===== src/rtl/mux_gate_unit_if.sv =====
// Operand/result handshake bundle for mux_gate_unit.
// The master side drives operands and sink readiness; the slave side is the unit itself.
interface mux_gate_unit_if #(
    parameter int WIDTH   = 8,
    parameter int COUNT_W = 16
);
    logic               in_valid;
    logic               in_ready;
    logic [2:0]         op;
    logic [WIDTH-1:0]   a;
    logic [WIDTH-1:0]   b;
    logic               out_valid;
    logic               out_ready;
    logic [WIDTH-1:0]   y;
    logic [2:0]         y_op;
    logic [COUNT_W-1:0] op_count;

    modport master (
        output in_valid, op, a, b, out_ready,
        input  in_ready, out_valid, y, y_op, op_count
    );

    modport slave (
        input  in_valid, op, a, b, out_ready,
        output in_ready, out_valid, y, y_op, op_count
    );
endinterface


===== src/rtl/mux_gate_unit.sv =====
// Two-stage valid/ready gate-function engine: eight bitwise functions built only from 2:1 muxes,
// with backpressure and a saturating count of delivered results.
module mux_gate_unit #(
    parameter int WIDTH   = 8,
    parameter int COUNT_W = 16
) (
    input logic            clk,
    input logic            rst,
    mux_gate_unit_if.slave bus
);

    localparam logic [COUNT_W-1:0] CNT_MAX = {COUNT_W{1'b1}};

    function automatic logic mux2(input logic sel, input logic x1, input logic x0);
        return sel ? x1 : x0;
    endfunction

    function automatic logic mux_not(input logic x);
        return mux2(x, 1'b0, 1'b1);
    endfunction

    // Every gate and the opcode tree are pure 2:1 mux compositions.
    function automatic logic gate_bit(input logic [2:0] sel, input logic ai, input logic bi);
        logic g_and;
        logic g_or;
        logic g_not;
        logic g_nand;
        logic g_nor;
        logic g_xor;
        logic g_xnor;
        logic g_buf;
        logic m00;
        logic m01;
        logic m10;
        logic m11;
        logic n0;
        logic n1;
        g_and  = mux2(bi, ai, 1'b0);
        g_or   = mux2(ai, 1'b1, bi);
        g_not  = mux_not(ai);
        g_nand = mux_not(g_and);
        g_nor  = mux_not(g_or);
        g_xor  = mux2(bi, g_not, ai);
        g_xnor = mux2(bi, ai, g_not);
        g_buf  = ai;
        m00    = mux2(sel[0], g_or,   g_and);
        m01    = mux2(sel[0], g_nand, g_not);
        m10    = mux2(sel[0], g_xor,  g_nor);
        m11    = mux2(sel[0], g_buf,  g_xnor);
        n0     = mux2(sel[1], m01, m00);
        n1     = mux2(sel[1], m11, m10);
        return mux2(sel[2], n1, n0);
    endfunction

    function automatic logic [COUNT_W-1:0] sat_inc(input logic [COUNT_W-1:0] c);
        return (c == CNT_MAX) ? c : c + COUNT_W'(1);
    endfunction

    logic               vld_p1_q;
    logic               vld_p1_d;
    logic [WIDTH-1:0]   a_p1_q;
    logic [WIDTH-1:0]   b_p1_q;
    logic [2:0]         op_p1_q;

    logic               vld_p2_q;
    logic               vld_p2_d;
    logic [WIDTH-1:0]   y_p2_q;
    logic [WIDTH-1:0]   y_p2_d;
    logic [2:0]         op_p2_q;
    logic [2:0]         op_p2_d;
    logic [WIDTH-1:0]   y_d;

    logic [COUNT_W-1:0] cnt_q;
    logic [COUNT_W-1:0] cnt_d;

    logic stall;
    logic in_ready;
    logic accept;
    logic deliver;

    always_comb begin
        stall    = vld_p2_q && !bus.out_ready;
        in_ready = !stall || !vld_p1_q;
        accept   = bus.in_valid && in_ready;
        deliver  = vld_p2_q && bus.out_ready;
    end

    always_comb begin
        y_d = '0;
        for (int i = 0; i < WIDTH; i++) begin
            y_d[i] = gate_bit(op_p1_q, a_p1_q[i], b_p1_q[i]);
        end
    end

    always_comb begin
        vld_p1_d = in_ready ? bus.in_valid : vld_p1_q;
        vld_p2_d = stall ? vld_p2_q : vld_p1_q;
        // y keeps its last value when a bubble passes through.
        y_p2_d   = (!stall && vld_p1_q) ? y_d : y_p2_q;
        op_p2_d  = (!stall && vld_p1_q) ? op_p1_q : op_p2_q;
        cnt_d    = deliver ? sat_inc(cnt_q) : cnt_q;
    end

    // ---- S1: operand capture ----
    always_ff @(posedge clk) begin
        if (rst) begin
            vld_p1_q <= 1'b0;
        end else begin
            vld_p1_q <= vld_p1_d;
        end
    end

    always_ff @(posedge clk) begin
        if (accept) begin
            a_p1_q  <= bus.a;
            b_p1_q  <= bus.b;
            op_p1_q <= bus.op;
        end
    end

    // ---- S2: gate result ----
    always_ff @(posedge clk) begin
        if (rst) begin
            vld_p2_q <= 1'b0;
            y_p2_q   <= '0;
            op_p2_q  <= '0;
            cnt_q    <= '0;
        end else begin
            vld_p2_q <= vld_p2_d;
            y_p2_q   <= y_p2_d;
            op_p2_q  <= op_p2_d;
            cnt_q    <= cnt_d;
        end
    end

    assign bus.in_ready  = in_ready;
    assign bus.out_valid = vld_p2_q;
    assign bus.y         = y_p2_q;
    assign bus.y_op      = op_p2_q;
    assign bus.op_count  = cnt_q;

endmodule


===== src/flat_wrapper.sv =====
// flat-port wrapper written by rule: the top's interface ports become plain ports
module mux_gate_unit_flat 
#(
    parameter int WIDTH   = 8,
    parameter int COUNT_W = 16
)
  (clk, rst, bus_in_valid, bus_op, bus_a, bus_b, bus_out_ready, bus_in_ready, bus_out_valid, bus_y, bus_y_op, bus_op_count);
  mux_gate_unit_if #(.WIDTH(WIDTH), .COUNT_W(COUNT_W)) bus_i ();
  input logic clk;
  input logic rst;
  input wire logic [$bits(bus_i.in_valid)-1:0] bus_in_valid;
  input wire logic [$bits(bus_i.op)-1:0] bus_op;
  input wire logic [$bits(bus_i.a)-1:0] bus_a;
  input wire logic [$bits(bus_i.b)-1:0] bus_b;
  input wire logic [$bits(bus_i.out_ready)-1:0] bus_out_ready;
  output wire logic [$bits(bus_i.in_ready)-1:0] bus_in_ready;
  output wire logic [$bits(bus_i.out_valid)-1:0] bus_out_valid;
  output wire logic [$bits(bus_i.y)-1:0] bus_y;
  output wire logic [$bits(bus_i.y_op)-1:0] bus_y_op;
  output wire logic [$bits(bus_i.op_count)-1:0] bus_op_count;
  assign bus_i.in_valid = bus_in_valid;
  assign bus_i.op = bus_op;
  assign bus_i.a = bus_a;
  assign bus_i.b = bus_b;
  assign bus_i.out_ready = bus_out_ready;
  assign bus_in_ready = bus_i.in_ready;
  assign bus_out_valid = bus_i.out_valid;
  assign bus_y = bus_i.y;
  assign bus_y_op = bus_i.y_op;
  assign bus_op_count = bus_i.op_count;
  mux_gate_unit #(.WIDTH(WIDTH), .COUNT_W(COUNT_W)) u_core (.clk(clk), .rst(rst), .bus(bus_i));
endmodule

===== config.mk =====
export PLATFORM = sky130hd
export DESIGN_NAME = mux_gate_unit_flat
export DESIGN_NICKNAME = d
export VERILOG_FILES = /design/src/rtl/mux_gate_unit_if.sv /design/src/rtl/mux_gate_unit.sv /design/src/flat_wrapper.sv
export SDC_FILE = /design/constraint.sdc
export NUM_CORES = 1
export LEC_CHECK = 0
export CORE_MARGIN = 4
export CORE_UTILIZATION = 40
export DETAILED_ROUTE_END_ITERATION = 10
export GPL_ROUTABILITY_DRIVEN = 0
export RECOVER_POWER = 100
export SLEW_MARGIN = 20
export SYNTH_ARGS = -nofsm -noshare
export SYNTH_HDL_FRONTEND = slang
export SYNTH_SLANG_ARGS = --single-unit

===== constraint.sdc =====
create_clock -name clk -period 5 [get_ports clk]
set_clock_uncertainty 0.1 [all_clocks]
set_input_delay 1 -clock clk [delete_from_list [all_inputs] [get_ports clk]]
set_output_delay 1 -clock clk [all_outputs]
set_load 0.005 [all_outputs]

==> run summary <==
The run finished, with violations left. The final reports fail on capacitance limit, slew limit. Post-route clock period utilization: 0.733. Width of the chip: 92.8 um. For the final-stage net count, the log shows 393. The maximum level of the CTS H-tree came out at 2. For this block, wires on met1 add up to 2690 um. In this run the static leakage power is 1.48 nW.

For the pin with the worst max-slew slack, the measured transition is 1710 ps. In the layout the commonest cells are sky130_fd_sc_hd__dlygate4sd3_1, sky130_fd_sc_hd__inv_1, sky130_fd_sc_hd__ha_1, sky130_fd_sc_hd__dfxtp_1, sky130_fd_sc_hd__edfxtp_1. The floorplan step defined a die boundary enclosing 0.00861 sq mm. The highest clock frequency the design can meet is 273 MHz, and the portion of netlist area occupied by mux cells is 0.0914.

Count of cells resized by post-cts repair: 0. For the via count of the first global-routing pass, the log shows 2070. The min-delay analysis places its worst path in the category reg2reg. Counting along the longest clock path gives a buffer depth of 2. A synthesized cell averages 9.88 sq um. The detailed router used layers up to and including met4. TritonCTS built the clock tree. The die extent in y came out at 92.8 um.

The predominant post-synthesis flop cell is sky130_fd_sc_hd__dfxtp_1. After detailed routing, the average wire length per cell comes to 13.2 um. The floorplan has 30 rows. Initial antenna violation count: 0. Relative to the synthesized area, the layout overhead comes to 22.9%. The logs give 0.137 for the all-layer global routing usage and 41 for the distinct cell type count of the synthesized netlist.

The run gives 300 ps as the clock latency on the worst-skew pair. The biggest fanout along the worst timing path was 6; the mapped cell area was 0.00288 sq mm. The tools report the post-detailed-placement half-perimeter wirelength as 4240 um. Number of antenna-violating nets in the routed design: 0. The root cell of the clock tree is sky130_fd_sc_hd__clkbuf_8.

The final hold slack is 352 ps. The total met3 wirelength after detailed routing is 220 um, and the total congestion overflow after global routing is 0. The tools report the layout filler cell count as 679. In this run the tool buffered the top-level ports with 51 buffer cells. Area fraction in and, or, nand and nor cells after synthesis: 0.165. After detailed routing, the number of remaining DRC violations is 0. Final hold violation count: 0. The number of diodes added for antenna fixing is 0, and the via count normalized by instance count is 5.11. The number of warning messages in the yosys log is 0, and the signal arrival time at the worst endpoint is 2560 ps.

The first global-routing pass estimated 9550 um of wire. The share of post-route cells with drive strength above 1 came out at 0.0562. The complex-gate fraction of the synthesized area came out at 0.135.

The power density over the cells was 225 mW/mm^2. The logs give 4 for the total iterations of the first detailed-routing run and 0.00691 sq mm for the core region area. The post-CTS repair timing setup buffer count was 0. The post-synthesis instance total was 291. For this block, the initial DRC count from the detailed router was 134. The number of sinks driven by the clock tree is 48, and the total power is 0.000796 W. The xor and xnor area share after synthesis works out to 0. Summing over every cut layer, the via total after detailed routing is 2217. Data on the critical path is required at its endpoint by 3900 ps.

The routed design has 5740 um of wire. The run gives 2750 um as the detailed-routed wire length on met2. For the initial core utilization, the log shows 0.416. Max-cap check violation count: 1. The count of flip-flops with a built-in enable after synthesis works out to 19. The worst-case IR drop observed on VDD is 0.000127 V. The minimum clock period works out to 3660 ps. The total CTS buffers came out at 5.

STA classifies the critical path startpoint as an input port. The tools report the share of the yosys chip area belonging to registers as 0.400. The share of flip-flops with an asynchronous set or reset after synthesis is 0.

Pin placement for this block handled 52 I/O pins. The adder and majority gate portion of the synthesized area was 0.144. Setup repair after global routing left no endpoint under its margin.

The count of state elements after synthesis is 48, and the final setup violation count is 0. Capturing element type of the critical path: an output port. Buffers inserted to repair hold after CTS numbered 0. For the largest net degree at the start of global routing, the log shows 36. The dominant combinational cell family by area after synthesis is simple AND/OR/NAND/NOR gates. The library cell used most frequently in the layout, excluding fill and tap cells, is sky130_fd_sc_hd__dlygate4sd3_1.

By startpoint and endpoint, the worst setup path is classified as in2out. The summed negative setup slack over all endpoints is 0 ps, and the post-route core utilization is 0.512. The number of slew-limit violations in the final report was 16.

For the post-synthesis net count, the log shows 347. For the worst slew margin relative to its limit, the log shows -0.152. After clock tree synthesis, the clock-pin slew on the worst setup and hold paths is 80 ps.
-- path summary, 6_finish.rpt --
| kind | endpoint | start | depth (start not counted) | slack (ps) |
|---|---|---|---|---|
| hold reg to reg | u_core.bus.y[7] | u_core.bus.y[7] | 2 | 350 |
| hold / removal | u_core.bus.y[7] | u_core.bus.y[7] | 2 | 350 |
| setup / recovery | bus_in_ready | bus_out_ready | 4 | 1340 |
| setup reg to reg | u_core.bus.op_count[4] | u_core.bus.op_count[0] | 5 | 2160 |
-- layout make-up --
class                           count  area (sq um)  area share
Timing Repair Buffer               52           513       0.145
Clock buffer                        8           100      0.0283
Sequential cell                    48          1150       0.326
Tap cell                           96           120      0.0340
Multi-Input combinational cell    197          1530       0.432
Inverter                           33           124      0.0351
-- where the power goes --
group	leakage, nW	internal [W]	switching (W)
registers	0.421	0.000424	0.0000168
clock network	0.0515	0.000126	0.000127
logic	1.01	0.0000534	0.0000479
-- metal layers --
layer	GRT usage	up-vias
met5	0	-
met4	0.0366	0
met2	0.236	30
met1	0.174	1035
li1	-	1145
met3	0.0292	7
-- synth_stat cells, types with 2 or more instances --
cell	n	area (sq um)
sky130_fd_sc_hd__and2_1	4	25.0
sky130_fd_sc_hd__o41ai_1	2	17.5
sky130_fd_sc_hd__o32ai_1	2	17.5
sky130_fd_sc_hd__o31ai_1	8	60.1
sky130_fd_sc_hd__nand2_1	18	67.6
sky130_fd_sc_hd__mux4_2	5	113
sky130_fd_sc_hd__and3_1	5	31.3
sky130_fd_sc_hd__edfxtp_1	19	571
sky130_fd_sc_hd__dfxtp_1	29	581
sky130_fd_sc_hd__nand3_1	6	30.0
sky130_fd_sc_hd__clkbuf_1	5	18.8
sky130_fd_sc_hd__or3_2	2	15.0
sky130_fd_sc_hd__or4_1	5	37.5
sky130_fd_sc_hd__nor2b_1	4	25.0
sky130_fd_sc_hd__mux2i_1	15	150
sky130_fd_sc_hd__nor2_1	17	63.8
sky130_fd_sc_hd__nand2b_1	3	18.8
sky130_fd_sc_hd__o21ai_0	15	75.1
sky130_fd_sc_hd__and4_1	3	26.3
sky130_fd_sc_hd__nand4_1	3	18.8
sky130_fd_sc_hd__inv_1	33	124
sky130_fd_sc_hd__or3_1	5	31.3
sky130_fd_sc_hd__a211oi_1	3	22.5
sky130_fd_sc_hd__ha_1	33	413
sky130_fd_sc_hd__buf_2	6	30.0
sky130_fd_sc_hd__a21oi_1	18	90.1
sky130_fd_sc_hd__a2111oi_0	9	78.8
-- flip-flops by register name, summed over array words and instances (netlist names) --
name and count:
u_core.bus.y_op 3, u_core.op_p1_q 3, u_core.bus.out_valid 1, u_core.bus.y 8, u_core.b_p1_q 8, u_core.bus.op_count 16
u_core.a_p1_q 8, u_core.vld_p1_q 1
-- critical path, cell delays in order --
cell and delay, ps:
sky130_fd_sc_hd__dlygate4sd3_1 580, sky130_fd_sc_hd__and2b_1 300, sky130_fd_sc_hd__nand2_1 100, sky130_fd_sc_hd__dlygate4sd3_1 590
-- cell families after synthesis --
kind of cell | Yosys count
adder cells (fa/ha/maj) | 33
multiplexers | 20
flip-flops | 48
buffers and inverters | 46
AO/OA/AOI/OAI | 60
AND/OR/NAND/NOR | 84
-- metrics by stage --
stage | std cells | worst slack, ps | instance area, sq um
5_1_grt | 434 | 1260 | 3530
3_3_place_gp | 426 | 1500 | 3450
6_report | 434 | 1340 | 3530
2_1_floorplan | 291 | 2570 | 2880
4_1_cts | 434 | 1500 | 3550
3_5_place_dp | 426 | 1520 | 3450
Power figures use the tool's default switching activity.
